File: src/rtl/fork_sensor_gen.sv
// Wheel-sensor emulator: drives the active-low fork line with one low pulse per
// simulated revolution at a programmable period, pulse width and revolution count.
module fork_sensor_gen #(
    parameter int PERIOD_W = 20,
    parameter int REV_W    = 16
) (
    input  logic                clock,
    input  logic                nRst,
    input  logic                load,
    input  logic [PERIOD_W-1:0] period_in,
    input  logic [PERIOD_W-1:0] width_in,
    input  logic [REV_W-1:0]    revs_in,
    input  logic                start,
    input  logic                stop,
    output logic                nFork,
    output logic [REV_W-1:0]    revs,
    output logic                busy,
    output logic                done,
    output logic                cfg_err
);

    localparam logic [1:0] ST_IDLE = 2'd0;
    localparam logic [1:0] ST_LOW  = 2'd1;
    localparam logic [1:0] ST_HIGH = 2'd2;
    localparam logic [1:0] ST_DONE = 2'd3;

    localparam logic [PERIOD_W-1:0] PERIOD_MIN = PERIOD_W'(2);
    localparam logic [PERIOD_W-1:0] CNT_ZERO   = {PERIOD_W{1'b0}};
    localparam logic [PERIOD_W-1:0] CNT_ONE    = PERIOD_W'(1);
    localparam logic [REV_W-1:0]    REV_ZERO   = {REV_W{1'b0}};
    localparam logic [REV_W-1:0]    REV_ONE    = REV_W'(1);

    // A configuration is usable only if it leaves a non-empty low and high phase.
    function automatic logic cfg_invalid(input logic [PERIOD_W-1:0] p,
                                         input logic [PERIOD_W-1:0] w);
        return (p < PERIOD_MIN) | (w == CNT_ZERO) | (w >= p);
    endfunction

    logic [1:0]          state_r;
    logic [PERIOD_W-1:0] cnt_r;
    logic [PERIOD_W-1:0] period_r;
    logic [PERIOD_W-1:0] width_r;
    logic [REV_W-1:0]    target_r;

    logic [1:0]          state_s;
    logic [PERIOD_W-1:0] cnt_s;
    logic [PERIOD_W-1:0] period_s;
    logic [PERIOD_W-1:0] width_s;
    logic [REV_W-1:0]    target_s;
    logic [REV_W-1:0]    revs_s;
    logic                cfg_err_s;
    logic                idle_or_done_s;
    logic [PERIOD_W-1:0] cnt_inc_s;
    logic [PERIOD_W-1:0] hi_len_s;
    logic [REV_W-1:0]    revs_inc_s;

    // Next-state logic; stop outranks load, which outranks start.
    always_comb begin
        state_s        = state_r;
        cnt_s          = cnt_r;
        period_s       = period_r;
        width_s        = width_r;
        target_s       = target_r;
        revs_s         = revs;
        cfg_err_s      = cfg_err;
        idle_or_done_s = (state_r == ST_IDLE) || (state_r == ST_DONE);
        cnt_inc_s      = cnt_r + CNT_ONE;
        hi_len_s       = period_r - width_r;
        revs_inc_s     = revs + REV_ONE;

        if (stop) begin
            state_s = ST_IDLE;
            cnt_s   = CNT_ZERO;
        end else if (load && idle_or_done_s) begin
            period_s  = period_in;
            width_s   = width_in;
            target_s  = revs_in;
            cfg_err_s = cfg_invalid(period_in, width_in);
            state_s   = ST_IDLE;
        end else if (start && idle_or_done_s && !cfg_err) begin
            revs_s  = REV_ZERO;
            cnt_s   = CNT_ZERO;
            state_s = ST_LOW;
        end else begin
            case (state_r)
                ST_IDLE: begin
                    state_s = ST_IDLE;
                end
                ST_LOW: begin
                    if (cnt_inc_s == width_r) begin
                        state_s = ST_HIGH;
                        cnt_s   = CNT_ZERO;
                    end else begin
                        cnt_s = cnt_inc_s;
                    end
                end
                ST_HIGH: begin
                    if (cnt_inc_s == hi_len_s) begin
                        revs_s = revs_inc_s;
                        cnt_s  = CNT_ZERO;
                        if ((target_r != REV_ZERO) && (revs_inc_s == target_r)) begin
                            state_s = ST_DONE;
                        end else begin
                            state_s = ST_LOW;
                        end
                    end else begin
                        cnt_s = cnt_inc_s;
                    end
                end
                ST_DONE: begin
                    state_s = ST_DONE;
                end
                default: begin
                    state_s = ST_IDLE;
                    cnt_s   = CNT_ZERO;
                end
            endcase
        end
    end

    // State, configuration and registered outputs derived from the next state.
    always_ff @(posedge clock) begin
        if (!nRst) begin
            state_r  <= ST_IDLE;
            cnt_r    <= CNT_ZERO;
            period_r <= CNT_ZERO;
            width_r  <= CNT_ZERO;
            target_r <= REV_ZERO;
            revs     <= REV_ZERO;
            cfg_err  <= 1'b1;
            nFork    <= 1'b1;
            busy     <= 1'b0;
            done     <= 1'b0;
        end else begin
            state_r  <= state_s;
            cnt_r    <= cnt_s;
            period_r <= period_s;
            width_r  <= width_s;
            target_r <= target_s;
            revs     <= revs_s;
            cfg_err  <= cfg_err_s;
            nFork    <= (state_s != ST_LOW);
            busy     <= (state_s == ST_LOW) || (state_s == ST_HIGH);
            done     <= (state_s == ST_DONE);
        end
    end

endmodule
File: config.mk
export PLATFORM = sky130hd
export DESIGN_NAME = fork_sensor_gen
export DESIGN_NICKNAME = d
export VERILOG_FILES = /design/src/rtl/fork_sensor_gen.sv
export SDC_FILE = /design/constraint.sdc
export NUM_CORES = 1
export LEC_CHECK = 0
export ABC_AREA = 1
export CAP_MARGIN = 40
export CELL_PAD_IN_SITES_DETAIL_PLACEMENT = 0
export CELL_PAD_IN_SITES_GLOBAL_PLACEMENT = 2
export CORE_MARGIN = 2
export CORE_UTILIZATION = 31
export CTS_CLUSTER_SIZE = 16
export DETAILED_ROUTE_END_ITERATION = 8
export GPL_ROUTABILITY_DRIVEN = 0
export PLACE_DENSITY = 0.8
export SLEW_MARGIN = 30
export SYNTH_ARGS = -nofsm -noshare
export SYNTH_HDL_FRONTEND = slang
export SYNTH_SLANG_ARGS = --single-unit
File: constraint.sdc
create_clock -name clock -period 3.9 [get_ports clock]
set_clock_uncertainty 0.15 [all_clocks]
set_input_delay 0.78 -clock clock [delete_from_list [all_inputs] [get_ports clock]]
set_output_delay 0.78 -clock clock [all_outputs]
set_load 0.01 [all_outputs]
; Word-level counts from Yosys, hierarchy flattened
; Cells that the tools add are included.
[classes]
eq_ne = 10
n_reduce_logical = 17
bitwise_logic = 5
n_addsub = 3
mux = 14
order_cmp = 2
[ops]
columns = cell, n
row1 = $mux W20, 3
row2 = $mux W16, 3
row3 = $eq A20 B20 Y1, 2
row4 = $pmux W20 S2, 1
row5 = $add A20 B1 Y20 const B, 1
row6 = $ge A20 B20 Y1, 1
row7 = $logic_not A20 Y1, 1
row8 = $lt A20 B2 Y1 const B, 1
row9 = $sub A20 B20 Y20, 1
row10 = $add A16 B1 Y16 const B, 1
row11 = $eq A16 B16 Y1, 1
row12 = $reduce_bool A16 Y1, 1
row13 = $mux W2, 6
row14 = $eq A2 B2 Y1 const B, 4
row15 = $pmux W2 S4, 1
row16 = $eq A2 B1 Y1 const B, 2
row17 = $logic_and A1 B1 Y1, 4
row18 = $reduce_and A2 Y1, 2
row19 = $reduce_and A4 Y1, 1
row20 = $reduce_bool A2 Y1, 2
row21 = $not A1 Y1, 3
row22 = $reduce_bool A3 Y1, 1
row23 = $logic_not A2 Y1, 1
row24 = $logic_or A1 B1 Y1, 2
row25 = other kinds (4), 5
[totals]
out_inout_bits = 20
regBits = 98
wordCells = 61
inputBits = 61

; Longest topological paths before layout
[logic_depth]
ltp_word = 11
ltp_mapped = 27
mapped_depth_nobuf = 26

; Worst setup path after synthesis
; No wires, ideal clock.
[synth_timing]
path_kind = register to register
start = register period_r[0]
end = register busy
setup_slack_ps = 1042
synth_period_minus_slack_ps = 2858
arrival_time_ps = 2644
path_stages_with_launch = 23
path_cell_list = dfxtp_1 inv_1 ha_1 fa_1 inv_1 nand3_1 nand2_1 nand2_1 nand2_1 nand2_1 nand2_1 nand2_1 nand3_1 nand2_1 nor2_1 nand2_1 nor2_2 nand3_2 nand2_4 nor2_1 nor2_1 ha_1 nor2_1
[synth_via]
elab_chain_cells = 9
word_cells_on_any_way = 10
cone_classes = add/sub (1) / eq/ne (3) / mux (5) / reduce/logical (1)
[synth_rtl]
columns = element, line_no
row1 = "start, declared", 41  ; logic [PERIOD_W-1:0] period_r;
row2 = "start signal, assigned", 137  ; period_r <= period_s;
row3 = $sub A20 B20 Y20 *, 68  ; hi_len_s = period_r - width_r;
row4 = $eq A20 B20 Y1 *, 98  ; if (cnt_inc_s == hi_len_s) begin
row5 = $mux W2 *, 98
row6 = $pmux W2 S4 *, 85  ; case (state_r)
row7 = $mux W2 *, 80  ; end else if (start && idle_or_done_s && !cfg_err) begin
row8 = $mux W2 *, 74  ; end else if (load && idle_or_done_s) begin
row9 = $mux W2 *, 71  ; if (stop) begin
row10 = named net state_s[0], 45  ; logic [1:0] state_s;
row11 = $eq A2 B1 Y1 or $eq A2 B2 Y1 (tied branches), 143  ; busy <= (state_s == ST_LOW) || (state_s == ST_HIGH);
row12 = $logic_or A1 B1 Y1 *, 143
row13 = "end signal, assigned", 143
row14 = "end, declared", 17  ; output logic busy,
; The timed path passes the listed nets; every way through them passes the cells marked *.
; A chain may end at the register's enable or synchronous reset.

; Worst setup path in the final report
[layout_timing]
start = register width_r[0]
end = register busy
[layout_via]
elab_chain_cells = 9
word_cells_on_any_way = 12
cone_classes = add/sub (1) / eq/ne (4) / mux (6) / reduce/logical (1)
[layout_rtl]
columns = element, line_no
row1 = "start, declared", 42  ; logic [PERIOD_W-1:0] width_r;
row2 = "start signal, assigned", 138  ; width_r <= width_s;
row3 = $sub A20 B20 Y20, 68
row4 = $eq A20 B20 Y1, 98
row5 = $mux W2, 98
row6 = $pmux W2 S4 *, 85
row7 = $mux W2 *, 80
row8 = $mux W2 *, 74
row9 = $mux W2 *, 71
row10 = named net state_s[0], 45
row11 = $eq A2 B1 Y1 or $eq A2 B2 Y1 (tied branches), 143
row12 = $logic_or A1 B1 Y1 *, 143
; Marks and branches as above.

==> out/results.txt <==
STA classifies the critical path startpoint as a flop. From synthesis to final layout, the design area changed by 18.2%. In this run the vertical extent of the chip is 162 um. Achievable clock frequency: 285 MHz.

Nature of the critical path endpoint: a flop. The ratio of total power to cell area is 312 nW/um^2, and the global-route wire length before repair is 41.4 mm. The final-report setup violation count is 0, and the relative slew slack is 0.533. The via count of the first global-routing pass was 7671. For this run, the leading register cell type out of synthesis is sky130_fd_sc_hd__dfxtp_1.

The tools report the buffer type at the clock tree root as sky130_fd_sc_hd__clkbuf_16. Post-layout utilization of the core: 0.374. Origin of the worst setup path: width_r[0].

Setup repair after global routing left no endpoint under its margin. Global routing finished with a remaining overflow of 0. The synthesized design contains 0 enable-type register cells. The synthesized area per cell was 6.11 sq um; the async set or reset register ratio after synthesis was 0. The detailed-routing iteration count for the pre-antenna-repair pass was 5.

The tools report the startpoint of the tightest hold check path as target_r[5]. Hold timing on the final database bottoms out at a slack of 346 ps. The remaining number of nets flagged by the antenna check after routing is 0. The area of all placed cells without fillers was 9160 sq um. Data arrives at the worst endpoint at 3650 ps. After detailed routing, the total wire length is 26.0 mm. Entering global routing, the biggest net connects 75 pins. At the pin with the least slew margin, the transition time is 700 ps. Total count of hold-check failures in the final report: 0. For the CTS sink count, the log shows 98.

The clock-pin slew on the worst setup and hold paths is 80 ps. For the antenna diode count, the log shows 0. The number of instances on the worst hold path is 2, and the number of cell instances on the worst register-to-register path is 21. Input and output buffers added on the ports amount to 80.

The post-route minimum period works out to 3510 ps. Along the worst path, the maximum fanout reaches 4. The worst-case IR drop observed on VDD is 0.000155 V. Synthesis produced 1267 cells. After detailed routing, the number of vias per cell comes to 4.80. Sorting the synthesized cells by area gives the leading types as sky130_fd_sc_hd__dfxtp_1 (25%), sky130_fd_sc_hd__nand2_1 (16%), sky130_fd_sc_hd__inv_1 (8.4%).

H-tree level count: 3. The path class of the tightest hold or removal check is flop to flop. Global routing usage summed across all routing layers: 0.203. The width of the die is 162 um, and the number of top-level pins is 81. Power comes to 2.86 mW.

Adding up every negative setup slack in the final design gives 0 ps. In the final routed layout, each cell accounts on average for 15.7 um. The mapped cell area is 7750 sq um. The cell taking the most area after synthesis was sky130_fd_sc_hd__dfxtp_1. Yosys printed 0 warnings.

The run gives 1436 as the final-stage net count. The routed layout has 7951 vias. The number of nets in the synthesized netlist is 1377. Type of the worst setup path: flop to flop. The logs give 0.317 for the effective utilization at floorplan and 20.5 mm for the half-perimeter wire length of the detailed placement result. The sequential area share after synthesis is 0.253, and the cell area after placement is 8850 sq um.

The number of violations of the max-capacitance limit came out at 0. For this run, design rule violations remaining after detail routing come to 0. TritonCTS built the clock tree.

Fraction of post-synthesis cell area in the top cell type by area: 0.253. The tools report the origin of the critical flop-to-flop path as width_r[0]. Counting along the longest clock path gives a buffer depth of 2. The logs give 24500 sq um for the area of the core and 360 ps for the clock insertion delay at the later pin of the skew report. In this run the static leakage power is 4.23 nW.

The flow ran to the end, and the final reports show no timing, DRC or antenna violations. The post-route fraction of the period consumed by the critical path is 0.901, and the count of routing violations after the opening detailed-route iteration is 588. The required time of the critical path was 4040 ps; the number of synthesized register bits was 98. The tools report the number of antenna violations at the first check in global routing as 0. The distinct cell type count of the synthesized netlist came out at 39.

Counting the buffers created by CTS gives 9. The final count of pins violating max slew is 0. Number of filler cells placed in the layout: 2711.

The die covers 26300 sq um. The count of hold buffers inserted by post-cts repair was 0; the total number of placement rows was 57. The proportion of layout cells with a drive suffix above 1 works out to 0.0458.
placed cells by master (no fill, tap or decap), types with 3 or more instances in the layout:
cell,instances
sky130_fd_sc_hd__a21oi_1,111
sky130_fd_sc_hd__buf_4,11
sky130_fd_sc_hd__clkbuf_16,9
sky130_fd_sc_hd__clkdlybuf4s50_1,79
sky130_fd_sc_hd__dfxtp_1,98
sky130_fd_sc_hd__ha_1,48
sky130_fd_sc_hd__inv_1,173
sky130_fd_sc_hd__inv_6,3
sky130_fd_sc_hd__nand2_1,339
sky130_fd_sc_hd__nand2_2,4
sky130_fd_sc_hd__nand2_4,4
sky130_fd_sc_hd__nand3_1,120
sky130_fd_sc_hd__nand3_2,3
sky130_fd_sc_hd__nand3b_1,5
sky130_fd_sc_hd__nand4_1,43
sky130_fd_sc_hd__nor2_1,112
sky130_fd_sc_hd__nor2_2,5
sky130_fd_sc_hd__nor2_4,5
sky130_fd_sc_hd__nor3_1,11
sky130_fd_sc_hd__nor4_1,6
sky130_fd_sc_hd__o21ai_0,80
sky130_fd_sc_hd__o21bai_1,5
sky130_fd_sc_hd__or2_2,3
sky130_fd_sc_hd__xnor2_1,10
sky130_fd_sc_hd__xor2_1,21
area by class of cell:
type | instances | area (sq um) | share of cell area
Multi-Input combinational cell | 950 | 4940 | 0.539
Sequential cell | 98 | 1960 | 0.214
Timing Repair Buffer | 92 | 890 | 0.0971
Inverter | 175 | 657 | 0.0717
Tap cell | 324 | 405 | 0.0443
Clock buffer | 10 | 239 | 0.0261
Clock inverter | 6 | 70.1 | 0.00765
worst max-delay path: stages (launching register included):
cell                      delay (ps)
sky130_fd_sc_hd__dfxtp_1         390
sky130_fd_sc_hd__ha_1            250
sky130_fd_sc_hd__fa_1            410
sky130_fd_sc_hd__inv_1           110
sky130_fd_sc_hd__nand3_1          90
sky130_fd_sc_hd__nand2_1         160
sky130_fd_sc_hd__nand2_1          90
sky130_fd_sc_hd__nand2_1         130
sky130_fd_sc_hd__nand2_1         100
sky130_fd_sc_hd__nand2_1          60
sky130_fd_sc_hd__nand3_1          60
sky130_fd_sc_hd__nand2_1          70
sky130_fd_sc_hd__nand2_1          50
sky130_fd_sc_hd__nor2_1          160
sky130_fd_sc_hd__nand2_1          90
sky130_fd_sc_hd__nor2_2          250
sky130_fd_sc_hd__nand3_2         150
sky130_fd_sc_hd__nand2_4          80
sky130_fd_sc_hd__nor2_1           60
sky130_fd_sc_hd__nor2_1          160
sky130_fd_sc_hd__ha_1            260
sky130_fd_sc_hd__nor2_1           90
power breakdown:
group	leakage (nW)	switching, mW	internal [mW]
Clock	0.154	0.458	0.524
Combinational	3.27	0.500	0.296
Sequential	0.801	0.0372	1.05
Total	4.23	0.995	1.86
cell usage after synthesis, types with 11 or more instances:
cell type and count:
sky130_fd_sc_hd__nand2_1 339, sky130_fd_sc_hd__inv_1 174, sky130_fd_sc_hd__nand3_1 120, sky130_fd_sc_hd__nor2_1 114, sky130_fd_sc_hd__a21oi_1 112, sky130_fd_sc_hd__dfxtp_1 98, sky130_fd_sc_hd__o21ai_0 80, sky130_fd_sc_hd__ha_1 48
sky130_fd_sc_hd__nand4_1 43, sky130_fd_sc_hd__clkbuf_1 28, sky130_fd_sc_hd__xor2_1 21, sky130_fd_sc_hd__nor3_1 11
stage by stage:
step           setup slack [ps]  instances
2_1_floorplan              1040       1267
3_3_place_gp                285       1639
3_5_place_dp                282       1639
4_1_cts                     392       1655
5_1_grt                    73.4       1655
6_report                    387       1655
registers in the layout, summed over array words and instances (netlist names):
register	count
cnt_r	20
period_r	20
width_r	20
revs	16
target_r	16
state_r	2
busy	1
cfg_err	1
done	1
nFork	1
final timing paths:
kind	slack [ps]	to
setup / recovery	390	busy
hold / removal	350	target_r[5]
setup reg to reg	390	busy
hold reg to reg	350	target_r[5]
cell families after synthesis:
group / count (synthesis) / share of synthesized area
XOR/XNOR: 32 / 0.0380
AND/OR/NAND/NOR: 666 / 0.383
flip-flops: 98 / 0.253
AO/OA/AOI/OAI: 203 / 0.135
buffers and inverters: 219 / 0.111
adder cells (fa/ha/maj): 49 / 0.0801
routing by layer:
layer | vias to the layer above | GRT usage | share of wire | wire length, um
li1 | 4230 | - | - | -
met1 | 3532 | 0.257 | 0.47 | 12100
met2 | 151 | 0.351 | 0.47 | 12200
met3 | 38 | 0.0199 | 0.031 | 798
met4 | 0 | 0.0845 | 0.033 | 860
met5 | - | 0 | 0 | 0
timing repair:
action	CTS	global route
resized for setup	0	1
setup endpoints to repair	0	1
setup buffers	0	0
(Power assumes the default switching activity.)
